<file path="src/rtl/tdc_tsfifo.sv">
// Timestamp buffer behind the TDC core. Each channel has a one-entry pending
// register. The lowest-index pending entry moves into a shared FIFO, and the
// CPU drains that FIFO over Wishbone. Each FIFO entry is two 32-bit words.
module tdc_tsfifo #(
    parameter int unsigned g_CHANNEL_COUNT = 2,
    parameter int unsigned g_TS_WIDTH      = 38,
    parameter int unsigned g_DEPTH_LOG2    = 5
) (
    input  logic                                  wb_clk_i,
    input  logic                                  rst_n_i,
    input  logic [2:0]                            wb_addr_i,
    input  logic [31:0]                           wb_data_i,
    output logic [31:0]                           wb_data_o,
    input  logic                                  wb_cyc_i,
    input  logic                                  wb_stb_i,
    input  logic                                  wb_we_i,
    input  logic [3:0]                            wb_sel_i,
    output logic                                  wb_ack_o,
    output logic                                  wb_irq_o,
    input  logic [g_CHANNEL_COUNT-1:0]            detect_i,
    input  logic [g_CHANNEL_COUNT-1:0]            polarity_i,
    input  logic [g_CHANNEL_COUNT*g_TS_WIDTH-1:0] timestamp_i
);
    localparam int unsigned c_DEPTH = 2 ** g_DEPTH_LOG2;
    localparam logic [g_DEPTH_LOG2:0] c_FULL_LEVEL = {1'b1, {g_DEPTH_LOG2{1'b0}}};

    // Per-channel pending entries, held already formatted as FIFO words
    logic [g_CHANNEL_COUNT-1:0] r_pend_valid;
    logic [31:0]                r_pend_lo [g_CHANNEL_COUNT];
    logic [31:0]                r_pend_hi [g_CHANNEL_COUNT];

    // FIFO storage and bookkeeping
    logic [31:0]             r_mem_lo [c_DEPTH];
    logic [31:0]             r_mem_hi [c_DEPTH];
    logic [g_DEPTH_LOG2-1:0] r_wr_ptr;
    logic [g_DEPTH_LOG2-1:0] r_rd_ptr;
    logic [g_DEPTH_LOG2:0]   r_level;

    // Control / status state
    logic        r_ctrl_en;
    logic        r_ctrl_irq_en;
    logic        r_ovf;
    logic [15:0] r_drops;

    // Bus-side registers
    logic        r_ack;
    logic [31:0] r_dat;
    logic        r_irq;

    logic                       w_req;
    logic                       w_rd;
    logic                       w_wr;
    logic                       w_empty;
    logic                       w_full;
    logic                       w_pop;
    logic                       w_push;
    logic                       w_pend_any;
    logic [6:0]                 w_sel_ch;
    logic [31:0]                w_sel_lo;
    logic [31:0]                w_sel_hi;
    logic [g_CHANNEL_COUNT-1:0] w_drop_vec;
    logic [7:0]                 w_drop_n;
    logic [16:0]                w_drop_sum;
    logic [31:0]                w_rd_data;
    logic                       w_unused;

    // Byte selects are ignored (full-word access only); unused data bits are sunk here
    assign w_unused = ^{wb_sel_i, wb_data_i[31:19], wb_data_i[17:2]};

    // A new access is accepted only while ack is low, so each access takes two cycles
    assign w_req   = wb_cyc_i & wb_stb_i & ~r_ack;
    assign w_rd    = w_req & ~wb_we_i;
    assign w_wr    = w_req & wb_we_i;
    assign w_empty = (r_level == '0);
    assign w_full  = (r_level == c_FULL_LEVEL);
    // DATA_HI read pops the head on the same edge that raises ack
    assign w_pop   = w_rd & (wb_addr_i == 3'd2) & ~w_empty;
    assign w_push  = w_pend_any & (~w_full | w_pop);

    // Pick the lowest-index pending channel and count this cycle's dropped events
    always_comb begin
        w_pend_any = 1'b0;
        w_sel_ch   = '0;
        w_sel_lo   = '0;
        w_sel_hi   = '0;
        for (int n = int'(g_CHANNEL_COUNT) - 1; n >= 0; n--) begin
            if (r_pend_valid[n]) begin
                w_pend_any = 1'b1;
                w_sel_ch   = 7'(n);
                w_sel_lo   = r_pend_lo[n];
                w_sel_hi   = r_pend_hi[n];
            end
        end
        w_drop_vec = detect_i & r_pend_valid & {g_CHANNEL_COUNT{r_ctrl_en}};
        w_drop_n   = '0;
        for (int n = 0; n < int'(g_CHANNEL_COUNT); n++) begin
            w_drop_n = w_drop_n + 8'(w_drop_vec[n]);
        end
        w_drop_sum = {1'b0, r_drops} + 17'(w_drop_n);
    end

    // Latch new events into empty pending slots; clear the slot that moves into the FIFO
    always_ff @(posedge wb_clk_i or negedge rst_n_i) begin
        if (!rst_n_i) begin
            r_pend_valid <= '0;
            for (int n = 0; n < int'(g_CHANNEL_COUNT); n++) begin
                r_pend_lo[n] <= '0;
                r_pend_hi[n] <= '0;
            end
        end else begin
            for (int n = 0; n < int'(g_CHANNEL_COUNT); n++) begin
                if (r_ctrl_en && detect_i[n] && !r_pend_valid[n]) begin
                    r_pend_valid[n] <= 1'b1;
                    r_pend_lo[n]    <= timestamp_i[n*g_TS_WIDTH +: 32];
                    r_pend_hi[n]    <= {polarity_i[n], 7'(n),
                                        24'(timestamp_i[n*g_TS_WIDTH+32 +: g_TS_WIDTH-32])};
                end else if (w_push && (w_sel_ch == 7'(n))) begin
                    r_pend_valid[n] <= 1'b0;
                end
            end
        end
    end

    // FIFO storage write (contents are not reset)
    always_ff @(posedge wb_clk_i) begin
        if (w_push) begin
            r_mem_lo[r_wr_ptr] <= w_sel_lo;
            r_mem_hi[r_wr_ptr] <= w_sel_hi;
        end
    end

    // FIFO pointers and level; a push and a pop together leave the level unchanged
    always_ff @(posedge wb_clk_i or negedge rst_n_i) begin
        if (!rst_n_i) begin
            r_wr_ptr <= '0;
            r_rd_ptr <= '0;
            r_level  <= '0;
        end else begin
            if (w_push) r_wr_ptr <= r_wr_ptr + 1'b1;
            if (w_pop)  r_rd_ptr <= r_rd_ptr + 1'b1;
            if (w_push && !w_pop) begin
                r_level <= r_level + 1'b1;
            end else if (w_pop && !w_push) begin
                r_level <= r_level - 1'b1;
            end
        end
    end

    // CONTROL, overflow flag and saturating drop counter; a new drop beats a clear
    always_ff @(posedge wb_clk_i or negedge rst_n_i) begin
        if (!rst_n_i) begin
            r_ctrl_en     <= 1'b0;
            r_ctrl_irq_en <= 1'b0;
            r_ovf         <= 1'b0;
            r_drops       <= '0;
        end else begin
            if (w_wr && (wb_addr_i == 3'd3)) begin
                r_ctrl_en     <= wb_data_i[0];
                r_ctrl_irq_en <= wb_data_i[1];
            end
            if (|w_drop_vec) begin
                r_ovf <= 1'b1;
            end else if (w_wr && (wb_addr_i == 3'd0) && wb_data_i[18]) begin
                r_ovf <= 1'b0;
            end
            if (w_wr && (wb_addr_i == 3'd4)) begin
                r_drops <= 16'(w_drop_n);
            end else if (w_drop_sum[16]) begin
                r_drops <= 16'hFFFF;
            end else begin
                r_drops <= w_drop_sum[15:0];
            end
        end
    end

    // Register read mux; an empty FIFO reads as zero
    always_comb begin
        w_rd_data = '0;
        case (wb_addr_i)
            3'd0: w_rd_data = {13'd0, r_ovf, w_full, w_empty, 16'(r_level)};
            3'd1: if (!w_empty) w_rd_data = r_mem_lo[r_rd_ptr];
            3'd2: if (!w_empty) w_rd_data = r_mem_hi[r_rd_ptr];
            3'd3: w_rd_data = {30'd0, r_ctrl_irq_en, r_ctrl_en};
            3'd4: w_rd_data = {16'd0, r_drops};
            default: w_rd_data = '0;
        endcase
    end

    // Registered ack, read data and level interrupt
    always_ff @(posedge wb_clk_i or negedge rst_n_i) begin
        if (!rst_n_i) begin
            r_ack <= 1'b0;
            r_dat <= '0;
            r_irq <= 1'b0;
        end else begin
            r_ack <= w_req;
            r_dat <= w_rd ? w_rd_data : '0;
            r_irq <= r_ctrl_irq_en & ~w_empty;
        end
    end

    assign wb_ack_o  = r_ack;
    assign wb_data_o = r_dat;
    assign wb_irq_o  = r_irq;

endmodule

</file>
<file path="config.mk">
export PLATFORM = sky130hd
export DESIGN_NAME = tdc_tsfifo
export DESIGN_NICKNAME = d
export VERILOG_FILES = /design/src/rtl/tdc_tsfifo.sv
export SDC_FILE = /design/constraint.sdc
export NUM_CORES = 2
export LEC_CHECK = 0
export CAP_MARGIN = 15
export CORE_MARGIN = 5
export CORE_UTILIZATION = 45
export DETAILED_ROUTE_END_ITERATION = 10
export GPL_TIMING_DRIVEN = 0
export PLACE_DENSITY = 0.69
export SLEW_MARGIN = 20
export SYNTH_ARGS = -nofsm -noshare
export SYNTH_HDL_FRONTEND = slang
export SYNTH_SLANG_ARGS = --single-unit
export TNS_END_PERCENT = 30
</file>
<file path="constraint.sdc">
create_clock -name wb_clk_i -period 7.4 [get_ports wb_clk_i]
set_input_delay 0.74 -clock wb_clk_i [delete_from_list [all_inputs] [get_ports wb_clk_i]]
set_output_delay 0.74 -clock wb_clk_i [all_outputs]
set_load 0.05 [all_outputs]
</file>
==> impl_results.md <==
- Core area: about 120,000 um^2
- Number of port buffers: 123
- Netlist cell types: 64
- Fmax: 0.205 GHz
- P_leak: between 0.02 and 0.025 uW
- Cts hold-fix bufs: 1
- Synth top area share: approximately 70%
- First-pass GRT wire length: 221,000 um
- Synth async-reset ratio: about a tenth
- CP Class: in -> reg
- Number of placement rows: 128
- PostCTS Resize Cnt: 0
- Met1 Wirelength: approximately 57,000 um
- Crit-path max cell delay: a little over 1000 ps
- Peak VDD IR: between 0.00015 and 0.0002 V
- Share of layout cells above drive strength 1: 27.2%
- Unrepaired setup endpoints after global routing: false
- Worst-Margin Slew: about 1200 ps
- Met2 routed WL: roughly 74,000 um
- Clk sinks: approximately 1,400
- Syn Nets: 2,743
- Fin nets: a little over 3,000
- Crit path cell chain: clkdlybuf4s50_1 > and4bb_2 > nand4_1 > a21oi_2 > nand2_1 > nor2_4 > buf_12 > buf_16
- DIE AREA: 130,000 um^2
- Pre-CTS setup slack: between 1500 and 2000 ps
- HP Class: reg -> reg
- Final Setup Violations: 0
- Clock-pin slew on the worst setup and hold paths: 60 ps
- Pin count of the biggest net entering global routing: 77
- Grt total ovfl: 0
- Worst skew pair latency: between 700 and 800 ps
- Crit path capture type: flip-flop
- RR Endpoint: r_mem_lo[10][4]
- CP Buf/Inv Count: 3
- Max Slew Vio Count: 0
- Outcome: complete, no violations
- H-tree Lvls: 4
- PD cells: about 330 nW/um^2
- Final min period: a little under 5000 ps
- Drt wl/cell: 33.3 um
- HPWL Detailed: around 100,000 um
- CTS Buf Count: about 140
- Slowest cell on crit path: a21oi_2
- Clk_skew: 26.4 ps
- CTS tree: built
- WL met3: between 15,000 and 20,000 um
- Commonest cells in the netlist: edfxtp_1, mux4_2, dfrtp_1, nand2_1, mux2_2
- Initial antenna violation count: 5
- Critical-path maximum fanout: 17
- Synth Warn #: 0
- Mapped Area: between 50,000 and 60,000 um^2
- Cells after synthesis: around 2,600
- GR Util All Layers: 23.9%
- Post-synthesis sequential area ratio: between 70% and 80%
- Max_slew headroom: approximately 20%
- Vias in the first global route: ~30,000
- Post-synth top area cell: edfxtp_1
- DRC: 0
- Uppermost routed layer: met5
- DRT Pass-1 Iters: 8
- Util after Layout: 53.5%
- Drt first-iter violations: around 4,500
- CP Data Required Time: 7850 ps
- Top_reg_cell synth: edfxtp_1
- Hold Vio Cnt, Final: 0
- Top delay family on crit path: simple AND/OR/NAND/NOR gates
- #FFs+latches synth: around 1,400
- Critical path data arrival time: 5330 ps
- Initial Util: 45.4%
- Synth top area cells: edfxtp_1, mux4_2, dfrtp_1
- Startpoint Class: input pin
- Final GP Congestion: ~0.86
- R2R Path Start: wb_ack_o
- HP Start: r_pend_hi[24]
- Vias: about 29,000
- Die height: ~360 um
- Final WL: between 150,000 and 200,000 um
- Io pins: roughly 160
- R2R depth: 7
- Root buf cell: clkbuf_16
- Hold path endpoint: r_pend_hi[24]
- Fin worst setup slack: around 2500 ps
- Post-CTS setup repair buffer count: 0
- Area Growth Syn to Fin: 17.9%
- Worst R2R Setup Slack: between 2000 and 3000 ps
- Average cell area after synthesis: approximately 21 um^2
- Worst Hold Depth: 1
- EDFF count, synth: approximately 1,300
- Maxcap violations: 0
- ANT nets after route: 0
- CTS Buffer Depth: 3
- Vias per cell: approximately 6.3
- Die width: between 300 and 400 um
- Total power: around 22,000 uW
- Most numerous cell in the Yosys netlist: edfxtp_1
- Tcrit/Tclk final: between 60% and 70%
-- stage by stage --
stage	hold WS [ps]	setup TNS [ps]	std cells	area (um^2)
CTS	461	0	4689	65300
detailed placement	444	0	4425	60700
floorplan	425	0	2603	55400
finish	462	0	4692	65300
global placement	442	-1028820	4351	58700
global route	499	0	4689	65300
-- final cells by class --
cell class / count / area [um^2]
Inverter: 23 / 86.3
Fill cell: 9111 / 56700
Antenna cell: 3 / 7.51
Clock inverter: 64 / 606
Clock buffer: 199 / 3980
Timing Repair Buffer: 198 / 3030
Buffer: 137 / 744
Tap cell: 1625 / 2030
Sequential cell: 1430 / 42200
Multi-Input combinational cell: 1013 / 12700
-- cells by family (layout without fill, tap and decap cells) --
family          Yosys count  after routing  synth area share [%]
flops                  1430           1430                  76.2
mux                     499            499                  16.6
compound gates          210            210                  2.78
fa+ha+maj                16             16                 0.388
buf+inv                 160            621                  1.47
xor+xnor                 24             24                 0.379
simple gates            264            264                  2.21
other cells               0              3                     0
-- flip-flops by register name (all words and copies together), names as in the netlist --
signal,count
r_ctrl_en,1
r_mem_lo,1024
r_drops,16
r_ovf,1
r_mem_hi,256
wb_ack_o,1
r_pend_hi,15
r_pend_valid,2
r_ctrl_irq_en,1
r_rd_ptr,5
r_wr_ptr,5
r_level,6
r_pend_lo,64
wb_irq_o,1
wb_data_o,32
-- worst max-delay path by stage --
stage	from	end	cells after the start
floorplan	wb_addr_i[2]	r_mem_hi[12][0]	6
CTS	wb_we_i	r_mem_lo[10][4]	8
global route	wb_we_i	r_mem_lo[10][4]	8
global placement	rst_n_i	wb_data_o[23]	1
finish	wb_we_i	r_mem_lo[10][4]	8
detailed placement	wb_we_i	r_mem_lo[9][1]	8
-- cells in the final DEF (no fill, tap or decap), types with 10 or more instances in the layout --
cell and count:
dfrtp_1 150, nor2_4 32, clkbuf_16 147, buf_16 42
a22o_2 14, buf_2 39, buf_6 16, mux2i_1 79
buf_4 17, xnor2_1 18, buf_1 12, clkdlybuf4s50_1 122
o21ai_0 21, a21oi_1 44, edfxtp_1 1280, a22o_1 26
clkinv_1 18, nor2_1 49, ha_1 14, mux2_2 93
mux4_2 327, and3_1 11, clkbuf_8 11, nand3_1 17
a211oi_1 10, clkbuf_1 91, o221ai_1 26, a32oi_1 14
inv_1 20, nand2_1 98, clkinv_2 21, buf_12 31
-- power by group --
part	leakage [uW]	switching, uW	internal (uW)
registers	0.0137	237	9670
clock network	0.00224	3030	4070
logic	0.00549	2580	2050
total	0.0215	5850	15800
-- layer usage --
| layer | global-route usage (%) | up-vias |
|---|---|---|
| met5 | 0 | - |
| met4 | 9.38 | 2 |
| met3 | 6.32 | 357 |
| met2 | 37.3 | 2078 |
| met1 | 32.4 | 15426 |
| li1 | - | 11510 |
(Power assumes the default switching activity.)
